[src/rtl/sim_axi_master_addr_chan.sv]
// sim_axi_master_addr_chan
//   Simulation-side AXI3 master address-channel queue. Commands written through
//   set_cmd are stored in a DEPTH-entry FIFO, held back for LATENCY cycles and
//   then presented with valid until the slave accepts them (valid_in).
//   Also reused for AW and for the write-data channel with a different payload.
//
// Ports
//   clk, reset                      clock (rising edge), synchronous active-high reset
//   id_in .. prot_in, set_cmd       command payload and capture strobe
//   ready                           queue not full (registered state only)
//   id .. prot                      head-of-queue payload, zero while valid=0
//   valid                           AXI valid
//   valid_in                        AXI ready from the slave
//
// DATA_DELAY / VALID_DELAY describe output transport delays of the behavioural
// model; they do not affect cycle behaviour and are not applied in this RTL.
module sim_axi_master_addr_chan #(
  parameter int  ID_WIDTH      = 12,
  parameter int  ADDRESS_WIDTH = 32,
  parameter int  LATENCY       = 0,
  parameter int  DEPTH         = 8,
  parameter real DATA_DELAY    = 3.5,
  parameter real VALID_DELAY   = 4.0
) (
  input  logic                     clk,
  input  logic                     reset,
  input  logic [ID_WIDTH-1:0]      id_in,
  input  logic [ADDRESS_WIDTH-1:0] addr_in,
  input  logic [3:0]               len_in,
  input  logic [2:0]               size_in,
  input  logic [1:0]               burst_in,
  input  logic [3:0]               cache_in,
  input  logic [2:0]               prot_in,
  input  logic                     set_cmd,
  output logic                     ready,
  output logic [ID_WIDTH-1:0]      id,
  output logic [ADDRESS_WIDTH-1:0] addr,
  output logic [3:0]               len,
  output logic [2:0]               size,
  output logic [1:0]               burst,
  output logic [3:0]               cache,
  output logic [2:0]               prot,
  output logic                     valid,
  input  logic                     valid_in
);

  localparam int PW  = $clog2(DEPTH);
  localparam int CW  = PW + 1;
  localparam int PLW = ID_WIDTH + ADDRESS_WIDTH + 4 + 3 + 2 + 4 + 3;

  // Elaboration-time sanity of parameters; an illegal set leaves a marker block.
  if ((DEPTH < 2) || ((DEPTH & (DEPTH - 1)) != 0) || (LATENCY < 0) ||
      (DATA_DELAY < 0.0) || (VALID_DELAY < 0.0)) begin : g_bad_params
  end

  logic [PLW-1:0] mem_q [DEPTH];
  logic [PW-1:0]  wr_ptr_q, wr_ptr_d;
  logic [PW-1:0]  rd_ptr_q, rd_ptr_d;
  logic [CW-1:0]  occ_q, occ_d;
  logic [CW-1:0]  avail_q, avail_d;
  logic           push_s;
  logic           pop_s;
  logic           avail_inc_s;
  logic [PLW-1:0] head_s;

  assign ready  = (occ_q < CW'(DEPTH));
  assign valid  = (avail_q != {CW{1'b0}});
  assign push_s = set_cmd & ready;
  assign pop_s  = valid & valid_in;

  // Delayed push strobe: an entry becomes poppable LATENCY edges after capture.
  if (LATENCY == 0) begin : g_lat0
    assign avail_inc_s = push_s;
  end else begin : g_latn
    logic [LATENCY-1:0] push_sr_q;

    // Push-strobe shift register; cleared on reset so no stale entry turns valid.
    always_ff @(posedge clk) begin
      if (reset) begin
        push_sr_q <= {LATENCY{1'b0}};
      end else begin
        push_sr_q <= (push_sr_q << 1) | LATENCY'(push_s);
      end
    end

    assign avail_inc_s = push_sr_q[LATENCY-1];
  end

  // Next-state for pointers and counters.
  always_comb begin
    wr_ptr_d = wr_ptr_q;
    rd_ptr_d = rd_ptr_q;
    occ_d    = occ_q;
    avail_d  = avail_q;
    if (push_s) begin
      wr_ptr_d = wr_ptr_q + {{(PW-1){1'b0}}, 1'b1};
    end else begin
      wr_ptr_d = wr_ptr_q;
    end
    if (pop_s) begin
      rd_ptr_d = rd_ptr_q + {{(PW-1){1'b0}}, 1'b1};
    end else begin
      rd_ptr_d = rd_ptr_q;
    end
    occ_d   = occ_q + CW'(push_s) - CW'(pop_s);
    avail_d = avail_q + CW'(avail_inc_s) - CW'(pop_s);
  end

  // State registers.
  always_ff @(posedge clk) begin
    if (reset) begin
      wr_ptr_q <= {PW{1'b0}};
      rd_ptr_q <= {PW{1'b0}};
      occ_q    <= {CW{1'b0}};
      avail_q  <= {CW{1'b0}};
    end else begin
      wr_ptr_q <= wr_ptr_d;
      rd_ptr_q <= rd_ptr_d;
      occ_q    <= occ_d;
      avail_q  <= avail_d;
    end
  end

  // Payload storage; contents are don't-care until valid, so no reset needed.
  always_ff @(posedge clk) begin
    if (push_s) begin
      mem_q[wr_ptr_q] <= {id_in, addr_in, len_in, size_in, burst_in, cache_in, prot_in};
    end
  end

  // Head payload is forced to zero while nothing is presented.
  assign head_s = valid ? mem_q[rd_ptr_q] : {PLW{1'b0}};
  assign {id, addr, len, size, burst, cache, prot} = head_s;

endmodule

[config.mk]
export PLATFORM = sky130hd
export DESIGN_NAME = sim_axi_master_addr_chan
export DESIGN_NICKNAME = d
export VERILOG_FILES = /design/src/rtl/sim_axi_master_addr_chan.sv
export SDC_FILE = /design/constraint.sdc
export NUM_CORES = 1
export LEC_CHECK = 0
export CAP_MARGIN = 15
export CORE_MARGIN = 4
export CORE_UTILIZATION = 45
export DETAILED_ROUTE_END_ITERATION = 12
export GPL_ROUTABILITY_DRIVEN = 0
export HOLD_SLACK_MARGIN = 0.06
export PLACE_DENSITY = 0.67
export RECOVER_POWER = 50
export SLEW_MARGIN = 30
export SYNTH_ARGS = -nofsm -noshare
export SYNTH_HDL_FRONTEND = slang
export SYNTH_SLANG_ARGS = --single-unit
[constraint.sdc]
create_clock -name clk -period 5.8 [get_ports clk]
set_input_delay 1.16 -clock clk [delete_from_list [all_inputs] [get_ports clk]]
set_output_delay 1.16 -clock clk [all_outputs]
set_load 0.02 [all_outputs]
# After elaboration in Yosys (flattened, before gate mapping)
# Memories as Yosys holds them, arrays and structs flattened. A register that Yosys moved wholly into a read port is not among the register bits.
# Cells that the tools add are included.
[totals]
reg_bits = 14
ram_bits = 480
input_bits = 64
out_inout_bits = 62
elab_cells = 20
n_memories = 1
[classes]
addsub = 6
order_cmp = 1
n_mux = 5
n_bitwise = 2
reduce_logical = 1
[memory_table]
columns = ["name", "depth", "word_bits", "read_ports", "rd_clocked_by_memory_dff", "write_ports", "line_no", "rtl"]
rows = [
  ["mem_q", 8, 60, 1, 1, 1, "56", "logic [PLW-1:0] mem_q [DEPTH];"],
]
[ops]
columns = ["op", "n"]
rows = [
  ["$mux 60", 1],
  ["$add 4x1->4", 2],
  ["$sub 4x1->4", 2],
  ["$add 3x1->3 const B", 2],
  ["$mux 3", 2],
  ["$lt 4x4->1 const B", 1],
  ["$reduce_bool 4->1", 1],
  ["$and 1x1->1", 2],
  ["$mux 1", 2],
]

# Longest topological paths before layout
# Gate-level depths: netlist of run 1.
[logic_depth]
ltp_word = 4
mapped_depth = 11
depth_no_buf = 11

# Least setup slack after synthesis of run 1
# OpenSTA, ideal clock, no wires.
[synth_timing]
kind = "input port to flip-flop"
startpoint = "input set_cmd"
endpoint = "memory mem_q[0][0] (netlist bit), enable pin"
setup_ns = 0.552
t_arrival_ns = 5.733
t_required_ns = 5.248
slack_ns = -0.485
path_stages = 4
path_buffers = 1
path_cell_list = "nor2b_1 > clkbuf_1 > nand2b_1 > nor3_1"
[synth_via]
elab_chain_len = 3
[synth_rtl]
columns = ["element", "line_no", "rtl"]
rows = [
  ["start, declared", "34", "input logic set_cmd,"],
  ["$and 1x1->1", "68", "assign push_s = set_cmd & ready;"],
  ["$mux 1", "126", "if (push_s) begin"],
  ["$mux 1 (implied by the code)", "127", "mem_q[wr_ptr_q] <= {id_in, addr_in, len_in, size_in, burst_in, cache_in, prot_in};"],
  ["end, declared", "56", ""],
]
# No other way between the ends.

# Worst setup path in the final report of run 1
[layout_timing]
startpoint = "register avail_q[2]"
endpoint = "output len[0]"
[layout_via]
elab_chain_len = 2
[layout_rtl]
columns = ["element", "line_no", "rtl"]
rows = [
  ["start, declared", "60", "logic [CW-1:0] avail_q, avail_d;"],
  ["start signal, assigned", "115", "avail_q <= {CW{1'b0}};"],
  ["start signal, assigned", "120", "avail_q <= avail_d;"],
  ["$reduce_bool 4->1", "67", "assign valid = (avail_q != {CW{1'b0}});"],
  ["$mux 60", "132", "assign head_s = valid ? mem_q[rd_ptr_q] : {PLW{1'b0}};"],
  ["end, declared", "38", "output logic [3:0] len,"],
]
# No other way between the ends.

==> results.cfg, run 1 <==
[run_status]
status = finished, violations left
violations = capacitance limit, slew limit

[floorplan]
io-pin-count = 126
rows = 74
die_h_um = 212
initial_utilization = 0.457
dieArea_sq_mm = 0.0450
fp.coreArea_sq_mm = 0.0410
die_x_um = 212

[synth]
synth-compound-area-share = 0.0318
synth-xor-area-share = 0.00280
synth_cells = 799
synth_top_area_frac = 0.769
synth-seq-cells = 497
synth.distinct_cells = 32
ys.warnings.count = 0
synth.most_common_cell = edfxtp_1
synth_adder_area_share = 0.00814
syn_nets = 874
avgSynthCellArea_sq_um = 23.5
async_flop_share = 0
synth_common_cells = edfxtp_1, mux4_2, a22o_1
synth_top_area_cell = edfxtp_1
synthTopCellsByArea = edfxtp_1, mux4_2, a22o_1
synthSimpleGateAreaFrac = 0.0104
synth_top_family_by_area = multiplexers
synth-seq-area-share = 0.787
synthMuxAreaShare = 0.146
synth_edf_count = 480
synth_area_sq_mm = 0.0188
synth_ff_type = edfxtp_1

[route]
wl_per_cell_um = 24.4
drc = 0
wl_um = 37000
firstDrtPassIters = 4
routed_via_density = 5.62
ant_nets = 0
drtIter0Drc = 578
num_vias = 8530

[cts]
postCtsSetupBuffers = 0
clock_latency_ns = 0.58
numCtsBuffers = 51
clockBufferDepth = 3
cts_sinks = 497
cts_tree = built
hold_buffers = 0
ctsResizeCount = 0
cts_htree_levels = 2
cts_root_buffer = clkbuf_16
clkTransAtPathRegs_ns = 0.06

[critical_path]
r2r_slack_ns = 2.54
cp.required_ns = 4.64
crit_chain = inv_1, ha_1, nor3b_4, inv_2, and2_4, a22o_1, clkdlybuf4s50_1
cp-end-kind = output port
cp_max_fo = 60
critical-path-top-delay-family = simple AND/OR/NAND/NOR gates
slowest_stage = and2_4
worst_ep_arrival_time_ns = 3.20
cp-start-kind = flip-flop
path_buf_inv = 3
critPathKind = flip-flop to output port
critical_path.max_stage_delay_ns = 0.71

[power_and_ir_drop]
p_per_area_mw_per_mm2 = 436
vdd_ir_drop_max_v = 0.000271
power_leakage_nw = 7.00
finalPower_mw = 9.70

[global_routing]
grt_pass1_vias = 9219
grt_use_total = 0.168
grt_start_max_net_pins = 76
grt_pass1_wl_um = 56600
grt_remaining_overflow = 0
antenna_found_initial = 6

[sta]
relSlewSlack = -0.415
finalHoldViolations = 0
grt_setup_unrepaired = false
tns_ns = 0
period_minus_slack_ns = 4.36
worst_pin_slew_ns = 2.12
period_share = 0.752
whs_ns = 0.543
setup_violations = 0
drv_slew = 61
maxClockFrequency_mhz = 229
final.setup_skew_ns = 0.0178

[finish]
syn_to_final_growth_pct = 18.6
postLayoutCoreUtil = 0.542
drive_gt1_frac = 0.220
nets = 1024
final_cells = 1519

[placement]
dp_hpwl_um = 18800
place_inst = 1428
port_buffers = 125

[job]
cap_violations = 1

[worst_hold_path]
hold_path_class = flip-flop to flip-flop
[flip-flops by register name, indices dropped and copies added, names as in the netlist, named ones only]
register and count:
occ_q 4, avail_q 4, wr_ptr_q 3, mem_q 480, rd_ptr_q 3
[stage by stage]
step,area [sq um],worst slack (ns)
final,22200,1.44
after detailed placement,20700,1.91
after global placement,20700,1.91
after floorplan,18800,1.12
after CTS,22300,1.38
after global routing,22200,1.29
[cells by family (layout without fill, tap and decap cells)]
| logic type | after synthesis | in the layout |
|---|---|---|
| AOI/OAI and AO/OA | 72 | 72 |
| muxes | 124 | 124 |
| xor gates and xnor gates | 6 | 6 |
| DFF | 497 | 497 |
| and+or+nand+nor | 37 | 37 |
| adders and majority gates | 11 | 11 |
| other | 0 | 1 |
| buffers and inverters | 52 | 239 |
[cell usage in the layout, fill, tap and decap left out, types with 3 or more instances in the layout]
cell	count
clkinv_1	11
inv_1	8
buf_6	5
a22o_1	60
nor2b_1	6
mux2_2	3
clkbuf_16	52
ha_1	9
edfxtp_1	480
dlygate4sd3_1	64
xnor2_1	3
buf_12	6
xor2_1	3
mux4_2	120
nand2_1	3
a21oi_1	6
nand2b_1	4
clkdlybuf4s50_1	61
dfxtp_1	15
nor2_4	7
clkbuf_1	14
nor2_1	8
clkinv_2	7
[cell type report]
class / instances / area, sq um
timing repair buffer: 139 / 1450
clock buffer: 66 / 1350
tap: 532 / 666
multi-input combinational: 250 / 3820
clock inverter: 24 / 155
inverter: 10 / 37.5
antenna: 1 / 2.50
fill: 3100 / 18800
sequential: 497 / 14800
[metal layers]
layer | wire length [um] | track usage | up-vias
met4 | 707 | 0.0438 | 8
li1 | - | - | 3708
met5 | 43 | 0 | -
met3 | 1970 | 0.0367 | 64
met2 | 18100 | 0.271 | 203
met1 | 16100 | 0.235 | 4547
[final timing paths]
path / from / endpoint / depth (start not counted)
min reg2reg: rd_ptr_q[1] / flip-flop / 2
max reg2reg: occ_q[3] / mem_q[7][31] / 4
max: avail_q[2] / len[0] / 7
min: rd_ptr_q[1] / flip-flop / 2
[power by group]
group | internal, mW | switching, mW | total, mW | leakage [nW]
clock | 1.69 | 1.28 | 2.96 | 0.732
combinational | 1.21 | 1.25 | 2.46 | 1.77
sequential | 4.16 | 0.118 | 4.28 | 4.49
[tightest hold or removal path, cell delays in order (launching register included)]
cell and delay (ns):
dfxtp_1 0.32, o21ai_0 0.10, a21oi_1 0.08
No activity file was read; power rests on OpenSTA's default activity.
==> run 2, diff against run 1 <==
Clock period 5.8 ns to 3.75 ns, I/O delays scaled along.
==> results.cfg, run 2 (same netlist as run 1, synthesis figures left out) <==
[run_status]
status = finished clean

[sta]
whs_ns = 0.539
final.setup_skew_ns = 0.0276
finalHoldViolations = 0
tns_ns = 0
maxClockFrequency_mhz = 277
period_share = 0.963
grt_setup_unrepaired = false
setup_violations = 0
relSlewSlack = 0.355
worst_pin_slew_ns = 0.968
drv_slew = 0
period_minus_slack_ns = 3.61

[finish]
reg_top3 = mem_q (480), avail_q (4), occ_q (4)
drive_gt1_frac = 0.234
largest-register = mem_q
fin_area_sq_mm = 0.0226
fillers = 3051
nets = 1044
syn_to_final_growth_pct = 20.3
layout_commonest_cell = edfxtp_1
largest_reg_flops = 480
most-common-layout-cells = edfxtp_1, mux4_2, dlygate4sd3_1

[job]
cap_violations = 0

[power_and_ir_drop]
seqPwrFrac = 0.429
p_sw_frac = 0.271
p_per_area_mw_per_mm2 = 677
p_comb_frac = 0.265
finalPower_mw = 15.3
vdd_ir_drop_max_v = 0.000419
power_frac_clock = 0.305
cellInternalPower_mw = 11.1
switchingPower_mw = 4.14
power_leakage_nw = 7.16

[critical_path]
cp_max_fo = 16
cp-start-kind = flip-flop
cp.required_ns = 3.00
worst_ep_arrival_time_ns = 2.86
critPathKind = flip-flop to output port
cp-end-kind = output port

[route]
wl_per_cell_um = 24.5
drtIter0Drc = 607
drc = 0
routed_via_density = 5.55
wl_um = 37700
ant_nets = 0
firstDrtPassIters = 6
num_vias = 8549

[cts]
cts_sinks = 497
hold_buffers = 0
numCtsBuffers = 49
cts_root_buffer = clkbuf_16
cts_htree_levels = 2
clockBufferDepth = 3
cts_tree = built
clkTransAtPathRegs_ns = 0.06
clock_latency_ns = 0.59

[global_routing]
grt_start_max_net_pins = 61
grt_use_total = 0.169
grt_pass1_wl_um = 56800
antenna_found_initial = 9
grt_remaining_overflow = 0
grt_pass1_vias = 9075

[floorplan]
dieArea_sq_mm = 0.0450
fp.coreArea_sq_mm = 0.0410
rows = 74
io-pin-count = 126
initial_utilization = 0.457
die_h_um = 212
die_x_um = 212

[placement]
port_buffers = 125
place_area_sq_mm = 0.0210
dp_hpwl_um = 20600

[worst_hold_path]
hold_path_class = flip-flop to flip-flop
==> run 2: cell count changes in the layout (fill, tap and decap cells not counted), moves of 3 or more <==
cell	delta
buf_12	+12
buf_4	+12
buf_6	-5
clkbuf_16	-3
clkbuf_8	+3
nor2_1	+3
nor2_4	-3
==> run 2: what timing repair did <==
| item | CTS | global route |
|---|---|---|
| pin swaps | 0 | 1 |
| endpoints found under the setup margin | 30 | 14 |
| gates cloned | 1 | 0 |
| buffers inserted | 0 | 5 |
| gates resized for setup | 0 | 1 |
==> run 2: cell type report <==
cell class	count	area, sq um	area share
clock inverter	24	238	0.0105
sequential	497	14800	0.654
multi-input combinational	251	3810	0.169
tap	532	666	0.0295
antenna	3	7.51	0.000333
clock buffer	64	1310	0.0582
timing repair buffer	160	1730	0.0766
inverter	10	37.5	0.00166
==> run 2: worst paths after layout <==
kind / from / slack, ns / depth (start not counted) / end
worst max-delay path: avail_q[2] / 0.14 / 8 / prot[0]
worst min-delay path: rd_ptr_q[1] / 0.54 / 2 / flip-flop
worst max register to register: occ_q[3] / 1.18 / 4 / mem_q[5][17]
worst min register to register: rd_ptr_q[1] / 0.54 / 2 / flip-flop
==> run 2: worst max-delay path, cell delays in order (launching register included) <==
cell and delay, ns:
dfxtp_1 0.31, inv_1 0.05, ha_1 0.20, nor3b_4 0.18, inv_2 0.13, and2_4 0.37
buf_4 0.25, a22o_1 0.18, clkdlybuf4s50_1 0.62
==> run 2: metal layers <==
| metal | global-route usage | part of all wire |
|---|---|---|
| met5 | 0 | 0.0015 |
| met4 | 0.0512 | 0.023 |
| met2 | 0.280 | 0.50 |
| met1 | 0.228 | 0.41 |
| met3 | 0.0370 | 0.066 |
==> run 2: through the flow <==
| step | setup WS (ns) | std cells | util |
|---|---|---|---|
| after global routing | 0.00325 | 1539 | 0.550 |
| after CTS | 0.0272 | 1533 | 0.549 |
| after floorplan | -0.516 | 799 | - |
| after detailed placement | 0.510 | 1444 | 0.511 |
| final | 0.137 | 1541 | 0.550 |
| after global placement | 0.573 | 1444 | 0.511 |
==> run 2: power by group through the flow <==
stage	Combinational (mW)	Clock [mW]	Sequential, mW
floorplan	2.45	0	6.63
global placement	4.03	0	6.66
detailed placement	4.07	0	6.68
CTS	4.09	4.79	6.57
global route	4.32	5.03	6.59
finish	4.05	4.66	6.56
==> run 3, diff against run 2 <==
Settings changed: CORE_UTILIZATION 45 to 50, PLACE_DENSITY 0.67 to 0.73.
==> results.cfg, run 3 (same netlist as run 1, synthesis figures left out) <==
[critical_path]
critPathLaunch = avail_q[2]
crit_chain = inv_1, ha_1, nor3b_4, inv_2, and2_2, buf_12, a22o_1, clkdlybuf4s50_1
critical_path.max_stage_delay_ns = 0.56
worst_ep_arrival_time_ns = 2.86
cp-start-kind = flip-flop
cp_num_cells = 8
cp.required_ns = 3.00
path_buf_inv = 4
r2r-end = mem_q[6][36]
r2r_slack_ns = 1.18
slowest_stage = clkdlybuf4s50_1
cp-end-kind = output port
critical-path-top-delay-family = buffers and inverters
critPathKind = flip-flop to output port
crit_path_end = prot[1]
r2r_cells = 4
r2r-start = occ_q[3]
cp_max_fo = 34

[finish]
reg_top3 = mem_q (480), avail_q (4), occ_q (4)
layout_commonest_cell = edfxtp_1
largest-register = mem_q
nets = 1030
fillers = 2541
largest_reg_flops = 480
most-common-layout-cells = edfxtp_1, mux4_2, dlygate4sd3_1
syn_to_final_growth_pct = 18.5
fin_area_sq_mm = 0.0222
drive_gt1_frac = 0.224

[cts]
clockBufferDepth = 3
cts_tree = built
cts_sinks = 497
hold_buffers = 0
clock_latency_ns = 0.55
postCtsSetupBuffers = 0
cts_htree_levels = 2
ctsResizeCount = 0
numCtsBuffers = 48
cts_root_buffer = clkbuf_16
clkTransAtPathRegs_ns = 0.06

[global_routing]
grt_use_total = 0.186
grt_start_max_net_pins = 61
antenna_found_initial = 9
grt_remaining_overflow = 0
grt_pass1_wl_um = 57500
grt_pass1_vias = 9229

[power_and_ir_drop]
power_leakage_nw = 7.02
finalPower_mw = 14.8
p_per_area_mw_per_mm2 = 667
vdd_ir_drop_max_v = 0.000433

[floorplan]
die_h_um = 202
initial_utilization = 0.510
io-pin-count = 126
die_x_um = 202
dieArea_sq_mm = 0.0407
fp.coreArea_sq_mm = 0.0368
rows = 70

[sta]
worst_pin_slew_ns = 1.19
whs_ns = 0.534
setup_violations = 0
tns_ns = 0
drv_slew = 0
grt_setup_unrepaired = false
finalHoldViolations = 0
maxClockFrequency_mhz = 277
relSlewSlack = 0.207
period_share = 0.964
period_minus_slack_ns = 3.61
final.setup_skew_ns = 0.0114
worst_slack_ns = 0.135

[route]
firstDrtPassIters = 4
routed_via_density = 5.88
num_vias = 8577
drtIter0Drc = 666
drc = 0
ant_nets = 0
wl_um = 37500
wl_per_cell_um = 25.7

[placement]
place_area_sq_mm = 0.0208
dp_hpwl_um = 20800
post-place-ws_ns = 0.659
port_buffers = 125

[worst_hold_path]
hold_path_class = flip-flop to flip-flop

[job]
cap_violations = 0

[run_status]
status = finished clean
[run 3: cell count changes in the layout (fill, tap and decap cells not counted), sizes merged]
cell           previous run  this run
clkbuf                   67        64
clkinv                   20        16
inv                      10        13
buf                      32        22
and2                      2         1
dlygate4sd3              63        64
bufinv                    3         0
clkdlybuf4s50            62        61
[run 3: layout make-up]
class	instances	area, sq um	area share
diodes	3	7.51	0.000338
well taps	468	586	0.0263
clock inverters	20	98.8	0.00445
multi-input cells	250	3820	0.172
flip-flops and latches	497	14800	0.664
clock buffers	63	1310	0.0589
inverters	10	37.5	0.00169
repair buffers	148	1610	0.0724
[run 3: per-stage QoR]
stage | utilization | instances
after global placement | 0.566 | 1373
after floorplan | - | 799
after CTS | 0.604 | 1456
after detailed placement | 0.566 | 1373
after global routing | 0.604 | 1457
final | 0.604 | 1459
[run 3: report_power, final]
part	switching [mW]	internal, mW	leakage, nW	total, mW
clock	1.89	2.44	0.687	4.33
combinational	1.98	1.94	1.84	3.92
sequential	0.149	6.44	4.49	6.59
total	4.02	10.8	7.02	14.8
[run 3: layer usage]
metal | wire length (um) | global-route usage | up-vias
li1 | - | - | 3731
met1 | 16000 | 0.264 | 4540
met2 | 18800 | 0.305 | 243
met3 | 2080 | 0.0400 | 53
met4 | 568 | 0.0410 | 10
met5 | 52 | 0 | -
[run 3: how the worst min path moves through the flow]
stage	end	cells past startpoint	slack (ns)	from
detailed placement	flip-flop	2	0.50	rd_ptr_q[1]
finish	flip-flop	2	0.53	rd_ptr_q[1]
global placement	flip-flop	2	0.51	rd_ptr_q[1]
CTS	flip-flop	2	0.52	rd_ptr_q[1]
global route	flip-flop	2	0.55	rd_ptr_q[1]
floorplan	flip-flop	2	0.49	rd_ptr_q[1]
[run 3: worst min-delay path, cell delays in order, from the launching register on]
cell and delay (ns):
dfxtp_1 0.31, o21ai_0 0.10, a21oi_1 0.08
